`src/rtl/alu_cdb_unit.sv`:
```
// ---------------------------------------------------------------------------
// alu_cdb_unit
//
// Purpose:
//   Execution end of the reservation-station issue interface. Takes at most
//   one ready instruction per cycle, computes its result through a two-stage
//   register pipeline and broadcasts it on the common data bus (CDB).
//
// Ports:
//   clk_in       - system clock
//   rst_in       - synchronous, active-high reset
//   rdy_in       - global ready; low freezes every register
//   rob_clear    - flush all in-flight operations
//   alu_input    - valid issue from the RS this cycle
//   arith_type   - operation code (only the low 4 bits are decoded)
//   alu_r1_val   - operand 1
//   alu_r2_val   - operand 2 (register value or immediate)
//   inst_rob_id  - destination ROB id
//   rs_fi        - CDB valid
//   rs_value     - CDB result (holds its last value while rs_fi is low)
//   rs_rob_id    - CDB ROB id (holds its last value while rs_fi is low)
//   alu_busy     - some pipeline stage holds a valid op
// ---------------------------------------------------------------------------
`ifndef RS_TYPE_BIT
`define RS_TYPE_BIT 5
`endif
`ifndef ROB_SIZE_BIT
`define ROB_SIZE_BIT 4
`endif

module alu_cdb_unit #(
    parameter int PIPE_DEPTH = 2
) (
    input  logic                     clk_in,
    input  logic                     rst_in,
    input  logic                     rdy_in,
    input  logic                     rob_clear,
    input  logic                     alu_input,
    input  logic [`RS_TYPE_BIT-1:0]  arith_type,
    input  logic [31:0]              alu_r1_val,
    input  logic [31:0]              alu_r2_val,
    input  logic [`ROB_SIZE_BIT-1:0] inst_rob_id,
    output logic                     rs_fi,
    output logic [31:0]              rs_value,
    output logic [`ROB_SIZE_BIT-1:0] rs_rob_id,
    output logic                     alu_busy
);

    typedef enum logic [3:0] {
        OP_ADD  = 4'd0,
        OP_SUB  = 4'd1,
        OP_AND  = 4'd2,
        OP_OR   = 4'd3,
        OP_XOR  = 4'd4,
        OP_SLL  = 4'd5,
        OP_SRL  = 4'd6,
        OP_SRA  = 4'd7,
        OP_SLT  = 4'd8,
        OP_SLTU = 4'd9,
        OP_BEQ  = 4'd10,
        OP_BNE  = 4'd11,
        OP_BLT  = 4'd12,
        OP_BGE  = 4'd13,
        OP_BLTU = 4'd14,
        OP_BGEU = 4'd15
    } alu_op_e;

    // Only a depth of two is implemented; the parameter exists so the
    // pipeline depth is visible to integrators. The upper opcode bits carry
    // RS bookkeeping that the ALU does not decode.
    logic unused_inputs;
    assign unused_inputs = (PIPE_DEPTH == 2) ^ (^arith_type[`RS_TYPE_BIT-1:4]);

    // Stage 1 registers: the raw issued instruction.
    logic                     s1_valid;
    alu_op_e                  s1_op;
    logic [31:0]              s1_a;
    logic [31:0]              s1_b;
    logic [`ROB_SIZE_BIT-1:0] s1_rob;

    // Stage 2 registers: the finished result, which is the CDB itself.
    logic                     s2_valid;
    logic [31:0]              s2_value;
    logic [`ROB_SIZE_BIT-1:0] s2_rob;

    logic [31:0] result;
    logic [4:0]  shamt;
    logic        lt_signed;
    logic        lt_unsigned;

    assign shamt       = s1_b[4:0];
    assign lt_signed   = $signed(s1_a) < $signed(s1_b);
    assign lt_unsigned = s1_a < s1_b;

    // Combinational ALU between the stages; compare-style ops produce 0/1.
    always_comb begin
        result = 32'd0;
        case (s1_op)
            OP_ADD:  result = s1_a + s1_b;
            OP_SUB:  result = s1_a - s1_b;
            OP_AND:  result = s1_a & s1_b;
            OP_OR:   result = s1_a | s1_b;
            OP_XOR:  result = s1_a ^ s1_b;
            OP_SLL:  result = s1_a << shamt;
            OP_SRL:  result = s1_a >> shamt;
            OP_SRA:  result = $unsigned($signed(s1_a) >>> shamt);
            OP_SLT:  result = {31'd0, lt_signed};
            OP_SLTU: result = {31'd0, lt_unsigned};
            OP_BEQ:  result = {31'd0, s1_a == s1_b};
            OP_BNE:  result = {31'd0, s1_a != s1_b};
            OP_BLT:  result = {31'd0, lt_signed};
            OP_BGE:  result = {31'd0, ~lt_signed};
            OP_BLTU: result = {31'd0, lt_unsigned};
            OP_BGEU: result = {31'd0, ~lt_unsigned};
            default: result = 32'd0;
        endcase
    end

    // Pipeline registers. Reset wins over everything, rdy_in low freezes
    // all state, and a ROB clear kills both stages including the op being
    // issued in the same cycle. Data registers only load alongside a valid
    // op so the CDB keeps showing the last broadcast while idle.
    always_ff @(posedge clk_in) begin
        if (rst_in) begin
            s1_valid <= 1'b0;
            s1_op    <= OP_ADD;
            s1_a     <= 32'd0;
            s1_b     <= 32'd0;
            s1_rob   <= '0;
            s2_valid <= 1'b0;
            s2_value <= 32'd0;
            s2_rob   <= '0;
        end else if (rdy_in) begin
            if (rob_clear) begin
                s1_valid <= 1'b0;
                s2_valid <= 1'b0;
            end else begin
                s1_valid <= alu_input;
                if (alu_input) begin
                    s1_op  <= alu_op_e'(arith_type[3:0]);
                    s1_a   <= alu_r1_val;
                    s1_b   <= alu_r2_val;
                    s1_rob <= inst_rob_id;
                end
                s2_valid <= s1_valid;
                if (s1_valid) begin
                    s2_value <= result;
                    s2_rob   <= s1_rob;
                end
            end
        end
    end

    assign rs_fi     = s2_valid;
    assign rs_value  = s2_value;
    assign rs_rob_id = s2_rob;
    assign alu_busy  = s1_valid | s2_valid;

endmodule
```
`config.mk`:
```
export PLATFORM = sky130hd
export DESIGN_NAME = alu_cdb_unit
export DESIGN_NICKNAME = d
export VERILOG_FILES = /design/src/rtl/alu_cdb_unit.sv
export SDC_FILE = /design/constraint.sdc
export NUM_CORES = 1
export LEC_CHECK = 0
export CAP_MARGIN = 30
export CELL_PAD_IN_SITES_DETAIL_PLACEMENT = 1
export CELL_PAD_IN_SITES_GLOBAL_PLACEMENT = 2
export CORE_MARGIN = 2
export CORE_UTILIZATION = 34
export DETAILED_ROUTE_END_ITERATION = 8
export PLACE_DENSITY_LB_ADDON = 0.1
export SLEW_MARGIN = 30
export SYNTH_ARGS = -nofsm -noshare
export SYNTH_HDL_FRONTEND = slang
export SYNTH_SLANG_ARGS = --single-unit
```
`constraint.sdc`:
```
create_clock -name clk_in -period 5.1 [get_ports clk_in]
set_clock_uncertainty 0.05 [all_clocks]
set_input_delay 1.275 -clock clk_in [delete_from_list [all_inputs] [get_ports clk_in]]
set_output_delay 1.275 -clock clk_in [all_outputs]
set_load 0.03 [all_outputs]
```
### Word-level counts from Yosys, hierarchy flattened

Cells that the tools add are included.

* register bits after elaboration: 110
* output and inout port bits: 38

* add/sub/neg operators: 2
* magnitude comparators: 2
* equal/unequal tests: 17
* shift operators: 3
* muxes and demuxes: 3
* bitwise gates (word level): 7
* reduce and logical (&&, ||, !) cells: 5

Operators by type and width (count)
* $pmux W32 S14: 1
* $lt A32 B32 Y1: 2
* $add A32 B32 Y32: 1
* $and A32 B32 Y32: 1
* $eq A32 B32 Y1: 1
* $eq A4 B4 Y1 const B: 8
* $ne A32 B32 Y1: 1
* $or A32 B32 Y32: 1
* $shl A32 B5 Y32: 1
* $shr A32 B5 Y32: 1
* $sshr A32 B5 Y32: 1
* $sub A32 B32 Y32: 1
* $xor A32 B32 Y32: 1
* $eq A4 B3 Y1 const B: 4
* $eq A4 B2 Y1 const B: 2
* $reduce_and A3 Y1: 2
* $eq A4 B1 Y1 const B: 1
* $logic_not A4 Y1: 1
* $reduce_or A2 Y1: 2
* $not A1 Y1: 3
* $mux W1: 2
* $or A1 B1 Y1: 1

### Logic depth before layout (Yosys ltp)

* word-level depth: 3
* mapped depth: 15
* mapped depth without buffers: 12

### Worst setup path before layout

No wires, ideal clock.

* path type: register -> register
* start point: register s1_b[2]
* end point: register s2_value[29], in the netlist rs_value[29]
* data arrival time: 3.722 ns
* data required time: 4.919 ns
* path slack: 1.198 ns
* cell stages (with the launch flop): 16
* cell sequence: dfxtp_1 > buf_1 > inv_2 > buf_1 > clkbuf_1 > ha_1 > buf_2 > a21oi_1 > a2111oi_0 > o21a_1 > o41ai_2 > o31a_1 > o41ai_1 > a31oi_1 > xnor2_1 > o32ai_1

* cells in the longest elaborated chain, start to end: 2

Ends and longest elaborated chain
* from (decl): RTL line 78 `logic [31:0] s1_b;`
* from (signal assigned): RTL line 142 `s1_b <= alu_r2_val;`
* $sub A32 B32 Y32 (tied with other cells): RTL line 100 `OP_SUB: result = s1_a - s1_b;`
* $pmux W32 S14 (*): RTL line 98 `case (s1_op)`
* to (signal assigned): RTL line 147 `s2_value <= result;`
* to (decl): RTL line 83 `logic [31:0] s2_value;`

Mark *: on every way between the ends. The rest lies on a longest branch, timed or not.
A chain may end at the register's enable or synchronous reset.

### Worst setup path in the final report

* start point: register s1_b[3]
* end point: register s2_value[27], in the netlist rs_value[27]

Same word-level chain as after synthesis.

==> results list <==
- Required time of the worst setup path: 5.37 ns
- In this run the worst path has a maximum fanout of 28.
* Synth-to-Final Area Change: 16.0%
* Detailed-placement wirelength estimate: 54300 um
- Fraction of final layout cells sized beyond drive strength 1: 10.0%
* Count of pins on the block boundary: 116
* Top Family by Delay on Critical Path: compound AO/OA/AOI/OAI gates
- Synthesized area per cell: 7.11 um^2
- The number of nets handed over by synthesis was 2003.
- Number of port buffers: 114
- Count of vias placed by the detailed router: 14.8k
- Number of flops mapped to enable cells by yosys: 0
* Worst EP arrival: 4.32 ns
- Deepest clock path buffer count: 2
- Post-route ant nets: 0
* Global-route wire length before repair: 101000 um
* Total congestion overflow after global routing: 0
- Die area: 39700 um^2
* Status: completed
- Highest clock rate: 247 MHz
- The later pin in the worst-skew pair is clocked with a latency of 0.40 ns.
* Buffers inserted by post-CTS timing repair: 0
* Top-area cell type share of the netlist area: 17.0%
- Routability-driven placement congestion ratio: 1.00
- Final net count: 2044
- Entering global routing, the biggest net connects 93 pins.
* Vias in the first global route: 14.4k
- Tightest Pin Transition: 1.21 ns
* Leakage: 5.20 nW
- Once the floorplan was initialized, standard cells occupied 34.4% of the core.
* Most area-consuming cells after synthesis: dfxtp_1 17%, ha_1 9.4%, mux4_2 8.7%, nand2_1 8.6%, a21oi_1 7.7%
- Final max-slew violation count: 0
* Global Route Usage Sum: 35.2%
* Final worst-path cycle share: 79.4%
* Die X-Extent: 199 um
- The largest individual stage delay along the critical path comes from the cell a2111oi_0.
- Gates resized during post-CTS repair numbered 0.
* Buffers & Inverters on Critical Path: 1
* Filler-free cell count of the finished design: 2383
- Yosys warnings: 0
* Number of placed cells counting well taps: 2367
- GR Util met3: 6.80%
- The floorplan has 71 rows.
- Number of H-tree branching levels: 3
- In this run, the number of DRC markers left after iteration 0 of detailed routing was 1479.
- Max-Slew Margin vs Limit: 18.3%
- Using the TritonRoute via totals, the vias-per-cell ratio works out to 6.20.
- VDD sags by at most 187 uV.
* Number of fill cells in the layout: 4757
- Die height: 199 um
- In this run the most used layer during global routing was met2.
* Proportion of synthesized chip area in sequential cells: 17.0%
- Setup repair after global routing left no endpoint under its margin.
- Synthesis handed over a netlist of 1826 instances.
- Core region area: 37700 um^2
* Kind of critical path: reg -> reg
- CTS tree: yes
- The initial antenna violation count came to 2.
- # hold bufs at CTS: 0
* Residual DRC: 0
- Dividing total power by cell area gives a power density of 178 nW/um^2.
- Crit path capture type: register
* Antenna cells: 0
- Unique masters post-synth: 83
* Clock sink total: 110
- Slowest Stage Delay on Critical Path: 0.72 ns
* Number of failing hold endpoints at the final stage: 0
- Clock slew at reported path FFs: 0.09 ns
- Met1 Usage GRT: 46.9%
* Global routing met2 resource utilization: 53.9%
- Routed wire length: 69400 um
- After detailed routing, the average wire length per cell comes to 29.1 um.
* Sort of element at the start of the critical path: register
* Max-capacitance violation count: 0
* Num CTS Buffers: 9
* Critical path cell sequence: inv_2 -> ha_1 -> nand2_1 -> a2111oi_0 -> o21a_1 -> o41ai_2 -> o31a_1 -> o41ai_1 -> xnor2_1 -> nor3_1 -> nor4_1
- Counting flops with an async set or reset pin after synthesis yields a share of 0%.
- Cell accounting for the most synthesized area: dfxtp_1
* Min Hold Slack: 0.410 ns
- The pre-antenna-repair detailed-routing pass consisted of 5 iterations.
- Summed over all failing endpoints, the final setup total negative slack is 0 ns.
- Synth Cell Area: 13000 um^2
- The most used flip-flop cell after synthesis is dfxtp_1.
- In this run the worst hold path is classified as reg -> reg.
- Synthesis-stage register bit count: 110
- Setup violations remaining at the end of the flow were counted as 0.
* Final critical delay including setup and external delays: 4.05 ns
- Clk root buf: clkbuf_16
cell usage in the layout (no fill, tap or decap), types with 9 or more instances in the layout:
master / n
inv_2: 10
a21oi_1: 199
buf_4: 74
nor4_1: 13
inv_1: 95
o221ai_1: 12
a221oi_1: 10
o22ai_1: 17
dfxtp_1: 106
mux4_2: 50
nand4_1: 9
o21ai_1: 20
nor3_1: 34
o31ai_1: 12
clkbuf_16: 9
o21bai_1: 14
nand2b_1: 9
nor2b_1: 15
o2111ai_1: 10
nand2_1: 297
nor2_1: 181
xnor2_1: 20
mux2_2: 10
a221o_1: 13
a311oi_1: 13
o211ai_1: 39
a22oi_1: 17
o21ai_0: 88
ha_1: 97
mux2i_1: 44
a31oi_1: 10
clkdlybuf4s50_1: 113
a211oi_1: 29
nand3_1: 36
synth_stat cells, types with 20 or more instances:
cell type	count
mux4_2	50
nand2_1	297
o21ai_0	88
nor3_1	34
a211oi_1	29
inv_1	95
dfxtp_1	110
o211ai_1	39
xnor2_1	20
ha_1	97
nand3_1	36
mux2i_1	44
clkbuf_1	115
a21oi_1	199
nor2_1	181
o21ai_1	20
worst paths after layout:
check / from / to / slack, ns / depth (start not counted)
max: s1_b[3] / rs_value[27] / 1.05 / 11
max reg2reg: s1_b[3] / rs_value[27] / 1.05 / 11
min: s1_rob[2] / s1_rob[2] / 0.41 / 2
min reg2reg: s1_rob[2] / s1_rob[2] / 0.41 / 2
area by class of cell:
type	instances	area, um^2	share of cell area (%)
well taps	511	639	4.25
clock buffers	12	246	1.64
repair buffers	189	1730	11.5
flip-flops and latches	110	2210	14.7
inverters	105	394	2.62
clock inverters	4	77.6	0.515
multi-input cells	1452	9760	64.8
metrics by stage:
| step | power, mW | cell area [um^2] | setup WS [ns] | util, % |
|---|---|---|---|---|
| after CTS | 2.69 | 15100 | 1.05 | 40.0 |
| after detailed placement | 1.85 | 14700 | 1.07 | 39.1 |
| after global routing | 2.80 | 15100 | 0.747 | 40.0 |
| after floorplan | 1.48 | 13000 | 1.20 | - |
| after global placement | 1.84 | 14700 | 1.04 | 39.1 |
| final | 2.68 | 15100 | 1.05 | 40.0 |
flip-flops by register name, indices dropped and copies added, names as in the netlist:
register / flops
s1_b: 32
s1_valid: 1
rs_rob_id: 4
rs_fi: 1
s1_rob: 4
s1_op: 4
rs_value: 32
s1_a: 32
power by group:
part / leakage [nW] / internal [mW] / switching (mW)
logic: 4.14 / 0.342 / 0.595
clock network: 0.158 / 0.448 / 0.377
registers: 0.894 / 0.880 / 0.0398
logic make-up after synthesis:
logic type,Yosys count,synth area share (%)
AOI/OAI and AO/OA,584,29.3
and+or+nand+nor,640,21.4
adders and majority gates,99,9.66
muxes,108,13.3
buffers and inverters,264,8.02
DFF,110,17.0
xor gates and xnor gates,21,1.42
worst min-delay path, stage by stage, from the launching register on:
cell	delay, ns
dfxtp_1	0.31
nand2_1	0.05
a21oi_1	0.05
per-layer routing:
metal / vias up / wire, um / part of all wire, %
met3: 146 / 5320 / 7.7
li1: 6677 / - / -
met1: 7303 / 29800 / 43
met5: - / 0 / 0
met4: 0 / 3950 / 5.7
met2: 646 / 30300 / 44
(Power assumes the default switching activity.)
